===== config.mk =====
export PLATFORM = sky130hd
export DESIGN_NAME = conv_encoder_k3
export DESIGN_NICKNAME = d
export VERILOG_FILES = /design/src/rtl/conv_encoder_k3.sv
export SDC_FILE = /design/constraint.sdc
export NUM_CORES = 1
export LEC_CHECK = 0
export CAP_MARGIN = 10
export CORE_MARGIN = 1
export CORE_UTILIZATION = 47
export DETAILED_ROUTE_END_ITERATION = 10
export PLACE_DENSITY = 0.78
export SLEW_MARGIN = 15
export SYNTH_ARGS = -nofsm -noshare
export SYNTH_HDL_FRONTEND = slang
export SYNTH_SLANG_ARGS = --single-unit

===== constraint.sdc =====
create_clock -name i_clk -period 2.1 [get_ports i_clk]
set_input_delay 0.21 -clock i_clk [delete_from_list [all_inputs] [get_ports i_clk]]
set_output_delay 0.21 -clock i_clk [all_outputs]
set_load 0.03 [all_outputs]

===== src/rtl/conv_encoder_k3.sv =====
// Rate-1/2, K=3 convolutional encoder (G0=7, G1=5) with a single-stage output register.
// `define CONV_ENC_TAIL_EN to terminate each frame with two zero tail symbols.
module conv_encoder_k3 #(
  parameter logic [2:0] G0     = 3'b111,
  parameter logic [2:0] G1     = 3'b101,
  parameter int         FCNT_W = 8
) (
  input  logic              i_clk,
  input  logic              i_rst,
  input  logic              i_valid,
  input  logic              i_bit,
  input  logic              i_last,
  output logic              o_ready,
  output logic              o_valid,
  output logic [1:0]        o_sym,
  output logic              o_last,
  input  logic              i_ready,
  output logic [FCNT_W-1:0] o_frame_cnt
);

`ifdef CONV_ENC_TAIL_EN
  typedef enum logic {RUN, TAIL} state_t;
  state_t state_q, state_d;
  logic   tail_cnt_q, tail_cnt_d;
`endif

  logic              valid_q, valid_d;
  logic [1:0]        sym_q, sym_d;
  logic              last_q, last_d;
  logic [1:0]        s_q, s_d;
  logic [FCNT_W-1:0] fcnt_q, fcnt_d;

  logic       slot_free, in_tail, accept, load, enc_u;
  logic [2:0] v;
  logic [1:0] sym;

  always_comb begin
    slot_free = !valid_q || i_ready;
    in_tail   = 1'b0;
`ifdef CONV_ENC_TAIL_EN
    in_tail   = (state_q == TAIL);
`endif
    o_ready = !in_tail && slot_free && !i_rst;
    accept  = i_valid && o_ready;
    load    = accept || (in_tail && slot_free);
    enc_u   = in_tail ? 1'b0 : i_bit;
    v       = {enc_u, s_q};
    sym     = {^(v & G0), ^(v & G1)};

    valid_d = valid_q;
    sym_d   = sym_q;
    last_d  = last_q;
    s_d     = s_q;
    fcnt_d  = fcnt_q;
    if (valid_q && i_ready && last_q)
      fcnt_d = fcnt_q + 1'b1;

    if (load) begin
      valid_d = 1'b1;
      sym_d   = sym;
      last_d  = 1'b0;
      s_d     = {enc_u, s_q[1]};
    end else if (i_ready) begin
      valid_d = 1'b0;
    end

`ifdef CONV_ENC_TAIL_EN
    state_d    = state_q;
    tail_cnt_d = tail_cnt_q;
    case (state_q)
      RUN: begin
        if (accept && i_last) begin
          state_d    = TAIL;
          tail_cnt_d = 1'b0;
        end
      end
      TAIL: begin
        if (slot_free) begin
          tail_cnt_d = tail_cnt_q + 1'b1;
          // Second tail symbol closes the frame; s is 00 again by construction.
          if (tail_cnt_q) begin
            last_d  = 1'b1;
            state_d = RUN;
          end
        end
      end
      default: state_d = RUN;
    endcase
`else
    // Without tail bits, the last information bit closes the frame and clears s.
    if (accept && i_last) begin
      last_d = 1'b1;
      s_d    = 2'b00;
    end
`endif
  end

  always_ff @(posedge i_clk) begin
    if (i_rst) begin
      valid_q <= 1'b0;
      sym_q   <= 2'b00;
      last_q  <= 1'b0;
      s_q     <= 2'b00;
      fcnt_q  <= '0;
`ifdef CONV_ENC_TAIL_EN
      state_q    <= RUN;
      tail_cnt_q <= 1'b0;
`endif
    end else begin
      valid_q <= valid_d;
      sym_q   <= sym_d;
      last_q  <= last_d;
      s_q     <= s_d;
      fcnt_q  <= fcnt_d;
`ifdef CONV_ENC_TAIL_EN
      state_q    <= state_d;
      tail_cnt_q <= tail_cnt_d;
`endif
    end
  end

  assign o_valid     = valid_q;
  assign o_sym       = sym_q;
  assign o_last      = last_q;
  assign o_frame_cnt = fcnt_q;

endmodule


==> impl_results.md, run 1 <==
* Status: finished, final reports clean
* Peak VDD IR at 359 µV
* Maxcap violations at 0
* Die ar. at 1520 µm²
* Fraction of synthesized area in multiplexers at 3.30%
* Net count after synthesis at 78
* Crit Path Class: flip-flop to primary output
* Skew-Pair Late Insertion Delay at around 280 ps
* Vias in the first global route at just under 500
* Synth Area in Simple Gates at 24.9%
* Pin count of the biggest net entering global routing at 16
* Antenna cell count at 0
* HPWL after detailed placement at slightly above 1 mm
* Grt ovf at 0
* Post-Synth XOR/XNOR Area at under 10%
* Area occupied by multi-input gates at 342 µm²
* Worst path max stage delay at approximately 710 ps
* Final slew viol count at 0
* Critical path peak fanout at 5
* Area growth syn-to-layout at 33.8%
* Final period utilization at 77.9%
* Layout cells sized above 1 at ~7.7%
* CP Capture Type: primary output
* Clk buf depth at 2
* Worst min path class: flip-flop to flip-flop
* I/O pin cnt at 19
* Buf/Inv on CP at 1
* Clock sink total at 14
* GP Congestion at ~0.78
* Resize count post-CTS at 0
* Cts hold-fix bufs at 0
* Ys async rst share at 0%
* Largest family of logic cells by synthesized area: simple AND/OR/NAND/NOR gates
* CP max-delay cell: clkdlybuf4s50_1
* Synth Flop Type: dfxtp_1
* IO Port Bufs at 18
* Internal power at 365 µW
* Sequential share of power at 55.7%
* CTS Buf Count at 3
* DP Worst Slack at just under 400 ps
* Setup TNS at 0 ps
* Reg area at about 280 µm²
* Via density at approximately 5.5
* Setup Buffers After CTS at 0
* Sw Pwr at 131 µW
* Drt initial violations at 18
* Mapped Area at about 640 µm²
* Syn Inst Count at 71
* Worst slew margin at 78.4%
* Core ar. at 1190 µm²
* RSZ-0062 raised after global routing: false
* Cell variety after synth at 26
* Pleak at 0.322 nW
* Post-route minimum period at 1640 ps
* Skew final at 4.65 ps
* ANT nets after route at 0
* First drt pass iteration count at 5
* WL/cell at 13.0 µm
* Row count at 12
* Comb power frac at 13.0%
* EDFF count, synth at 0
* Hold Vio Cnt, Final at 0
* Nets at 100
* Root cell of the clock tree: clkbuf_4
* Syn Area/Cell at 9.08 µm²
* DRC at 0
* Kind of start point of the critical path: flip-flop
* Switch share at 26.3%
* Crit path DAT at 1430 ps
* First-pass GRT wire length at 2.16 mm
* Clock power share at 31.3%
* PwrDens at 575 nW/µm²
* Final hold slack at 483 ps
* Number of synthesized register bits at 14
* Fmax at 611 MHz
* Via count at 580
* Die width at 39.0 µm
* Max H-tree Level at 1
* Syn. warnings at 0
* DRT Wirelength at 1.37 mm
* Worst Setup Slack, final at 464 ps
* Adder-Cell Fraction of Synth Area at 1.94%
* Fillcell total at 96
* Register area share after synthesis at 43.5%
* CP required at between 1500 and 2000 ps
* Final Total Pwr at 496 µW
* CP Cell Sequence: clkdlybuf4s50_1
* Worst-margin pin slew at 323 ps
* Initial antenna violation count at 0
* CTS tree: built
* Initial core utilization at 54.3%
* Clock input transition at the sequential cells of the worst setup and hold paths at 80 ps
* # setup viols final at 0
* Delay-heaviest family, CP: buffers and inverters
* Die Y at between 30 and 40 µm
* Synth Area in Compound Gates at between 10% and 20%
* Total track usage at between 20% and 30%
==> registers in the layout, summed over array words and instances, names as in the netlist <==
name         flops
o_sym            2
o_valid          1
s_q              2
o_last           1
o_frame_cnt      8
==> cell usage after synthesis (3+ instances only) <==
cell	instances	area, µm²
nand4_1	5	31.3
o31ai_1	5	37.5
dfxtp_1	14	280
nor2b_1	3	18.8
inv_1	4	15.0
a21oi_1	8	40.0
nor2_1	5	18.8
xor2_1	3	26.3
==> per-stage QoR <==
stage,cells,cell area [µm²],util [%]
final,105,862,72.7
after global routing,105,862,72.7
after detailed placement,102,840,70.8
after global placement,102,840,70.8
after CTS,105,862,72.7
after floorplan,71,644,-
==> layer usage <==
metal	GRT usage, %	part of all wire [%]
met2	29.2	43
met3	3.47	2.9
met1	31.4	54
met4	7.76	0.66
met5	0	0
==> final cells by class <==
class | count | share of cell area, %
multi-input combinational | 51 | 39.6
sequential | 14 | 32.5
timing repair buffer | 19 | 21.5
clock buffer | 3 | 2.61
tap | 14 | 2.03
inverter | 4 | 1.74
==> path summary, 6_finish.rpt <==
check	startpoint	to	slack [ps]	cells past startpoint
worst max-delay path	o_valid	o_valid	460	1
worst min-delay path	s_q[0]	s_q[0]	480	2
worst max register to register	o_frame_cnt[3]	o_frame_cnt[7]	680	3
worst min register to register	s_q[0]	s_q[0]	480	2
==> cell families after synthesis <==
family                   Yosys count
AO/OA/AOI/OAI                     18
buffers and inverters              6
flip-flops                        14
AND/OR/NAND/NOR                   26
multiplexers                       2
adder cells (fa/ha/maj)            1
XOR/XNOR                           4
==> layout by cell type, fill, tap and decap left out, types with 3 or more instances in the layout <==
cell type | synthesis | final
clkdlybuf4s50_1 | 0 | 17
dfxtp_1 | 14 | 14
a21oi_1 | 8 | 8
nor2_1 | 5 | 5
nand4_1 | 5 | 5
o31ai_1 | 5 | 5
inv_1 | 4 | 4
xor2_1 | 3 | 3
nor2b_1 | 3 | 3
clkbuf_4 | 0 | 3
==> power by group through the flow <==
stage	Sequential [mW]	Clock [mW]	Combinational, mW
3_5_place_dp	0.283	0	0.0643
2_1_floorplan	0.292	0	0.0245
3_3_place_gp	0.283	0	0.0637
4_1_cts	0.277	0.157	0.0647
6_report	0.276	0.155	0.0643
5_1_grt	0.278	0.164	0.0693
(Power assumes the default switching activity.)
==> inputs of run 2 (changes only) <==
--- a/config.mk
+++ b/config.mk
@@ -7,9 +7,9 @@
 export LEC_CHECK = 0
 export CAP_MARGIN = 10
 export CORE_MARGIN = 1
-export CORE_UTILIZATION = 47
+export CORE_UTILIZATION = 40
 export DETAILED_ROUTE_END_ITERATION = 10
-export PLACE_DENSITY = 0.78
+export PLACE_DENSITY = 0.7
 export SLEW_MARGIN = 15
 export SYNTH_ARGS = -nofsm -noshare
 export SYNTH_HDL_FRONTEND = slang
==> constraint.sdc (replaced) <==
create_clock -name i_clk -period 1.4 [get_ports i_clk]
set_input_delay 0.14 -clock i_clk [delete_from_list [all_inputs] [get_ports i_clk]]
set_output_delay 0.14 -clock i_clk [all_outputs]
set_load 0.03 [all_outputs]
==> run 2 against run 1 <==
Net effect: the run now ends with design-rule violations left; highest routed layer unchanged; first-iteration DRC count is 67% lower; non-clock buffer count increased by 5; sequential share of layout area shrank 1.3 points; sequential power is 50% higher; count of clock-buffer cells in the layout grew 1; clock power grew 88%.
==> impl_results.md, run 2 (synthesis gave the netlist of run 1 again) <==
* Most common cell after layout, fill and taps aside: dlygate4sd2_1
* Routed length on met2 at 659 µm (+13%)
* DRC at 1 (+1)
* Non-filler cells in the finished layout at 113 (+7.6%)
* Skew final at 0.737 ps (-3.91 ps)
* Max H-tree Level at 1 (unchanged)
* Clock input transition at the sequential cells of the worst setup and hold paths at 90 ps (about the same)
* Root cell of the clock tree: clkbuf_4
* Die Y at 42.1 µm (+8.0%)
* Top Layer Used: met4
* Fmax at 753 MHz
* Clock sink total at 14 (unchanged)
* Die ar. at 1780 µm² (+17%)
* CP required at 1260 ps (-630 ps)
* Met3 WL at 42 µm (+5.0%)
* ANT nets after route at 0 (unchanged)
* Layout cells sized above 1 at 19.6% (+12 points)
* Worst-margin pin slew at 300 ps (-22.9 ps)
* Worst min path class: input port to flip-flop
* CTS Buf Count at 3 (unchanged)
* Area growth syn-to-layout at 41.7%
* CP Cell Sequence: and2b_2 > nor2_2 > buf_4
* Peak VDD IR at 626 µV (+75%)
* Max reg flops at 8 (unchanged)
* First drt pass iteration count at 7 (+2)
* Maxcap violations at 0 (unchanged)
* Status: complete, but fails checks
* Hold Vio Cnt, Final at 0 (unchanged)
* HPWL after detailed placement at 1.05 mm (+3.4%)
* CP max-delay cell: dfxtp_1
* Vias in the first global route at 518 (+4.9%)
* Post-route minimum period at 1330 ps
* Via count at 616 (+6.2%)
* Worst path max stage delay at 370 ps (-340 ps)
* Failing checks: design-rule violations
* Nets at 105 (+5.0%)
* CTS tree: built
* Final period utilization at a little over nine tenths
* Clk buf depth at 2 (unchanged)
* IO Port Bufs at 18 (unchanged)
* Drt initial violations at 6 (-12)
* First-pass GRT wire length at 2.25 mm (+4.2%)
* Setup Buffers After CTS at 0 (unchanged)
* DRT Wirelength at 1.39 mm (+1.4%)
* Die width at 42.1 µm (+8.0%)
* Kind of start point of the critical path: flip-flop
* Pleak at 0.409 nW (+27%)
* Antenna cell count at 0 (unchanged)
* # setup viols final at 0 (unchanged)
* Total track usage at 16.7% (-4.3 points)
* Crit path DAT at 1190 ps (-240 ps)
* Final slew viol count at 0 (unchanged)
* WL/cell at 12.3 µm (-5.8%)
* Row count at 14 (+2)
* Critical path peak fanout at 6 (+1)
* GP Congestion at 0.803 (+2.6%)
* Initial antenna violation count at 0 (unchanged)
* WL met1 at 672 µm (-8.3%)
* Core ar. at 1510 µm² (+27%)
* PwrDens at 880 nW/µm² (+53%)
* Crit Path Class: flip-flop to primary output
* Most frequent cells in the layout: dlygate4sd2_1 (13), dfxtp_1 (10), a21oi_1 (8)
* Initial core utilization at 42.8% (-12 points)
* Placed cell count at 109 (+6.9%)
* CP Capture Type: primary output
* Cts hold-fix bufs at 0 (unchanged)
* Skew-Pair Late Insertion Delay at 280 ps (about the same)
* RSZ-0062 raised after global routing: false
* Pin count of the biggest net entering global routing at 12 (-4)
* Worst slew margin at 80.1% (+1.7 points)
* Grt ovf at 0 (unchanged)
* Utilization after layout at 60.6% (-12 points)
* I/O pin cnt at 19 (unchanged)
* Via density at 5.45 (-1.3%)
[run 2: cell types whose count changed in the layout (fill, tap and decap cells not counted), sizes merged]
cell / previous run / this run
clkdlybuf4s50: 17 / 4
buf: 2 / 7
dlygate4sd2: 0 / 13
clkbuf: 3 / 4
[run 2: layer usage]
metal  track usage [%]  up-vias
met3              6.47        2
met2              24.7       12
met4              5.00        0
met1              22.5      289
met5                 0        -
li1                  -      313
[run 2: final cells by class]
| class | instances | area (µm²) |
|---|---|---|
| inverters | 4 | 15.0 |
| multi-input cells | 51 | 350 |
| clock buffers | 4 | 36.3 |
| fillers | 135 | 593 |
| flip-flops and latches | 14 | 285 |
| repair buffers | 24 | 206 |
| well taps | 16 | 20.0 |
[run 2: path summary, 6_finish.rpt]
check,slack (ps),startpoint,cells after the start,endpoint
max reg2reg,110,o_frame_cnt[4],3,o_frame_cnt[7]
min,480,i_ready,4,o_frame_cnt[3]
max,70,o_valid,3,o_ready
min reg2reg,490,s_q[0],2,s_q[0]
[run 2: metrics by stage]
stage                     setup TNS (ps)  total power, mW  worst slack [ps]  hold WS [ps]  area, µm²
after floorplan                    -37.7            0.476             -37.7           274        652
after global placement              -439            0.527              -124           467        887
after detailed placement            -785            0.528              -161           480        887
after CTS                              0            0.816              57.6           464        907
after global routing                   0            0.835              4.50           488        913
final                                  0            0.803              72.3           480        913
[run 2: repair_timing]
action / 4_1_cts / 5_1_grt
pin swaps: 0 / 0
gates resized for setup: 13 / 1
endpoints found under the setup margin: 13 / 1
[run 2: critical path, delay by kind of cell, from the launching register on]
| kind | cells | cell delay, ps |
|---|---|---|
| flip-flops | 1 | 370 |
| AND/OR/NAND/NOR | 2 | 370 |
| buffers and inverters | 1 | 170 |
[run 2: power by group]
| group | internal (mW) | switching [mW] |
|---|---|---|
| clock | 0.158 | 0.133 |
| combinational | 0.0418 | 0.0557 |
| sequential | 0.406 | 0.00804 |
| total | 0.606 | 0.197 |
==> inputs of run 3 (changes only) <==
--- a/config.mk
+++ b/config.mk
@@ -9,6 +9,7 @@
 export CORE_MARGIN = 1
 export CORE_UTILIZATION = 40
 export DETAILED_ROUTE_END_ITERATION = 10
+export HOLD_SLACK_MARGIN = 0.05
 export PLACE_DENSITY = 0.7
 export SLEW_MARGIN = 15
 export SYNTH_ARGS = -nofsm -noshare
==> results of run 3 <==
Final layout, timing and power as in run 2 (identical DEF).
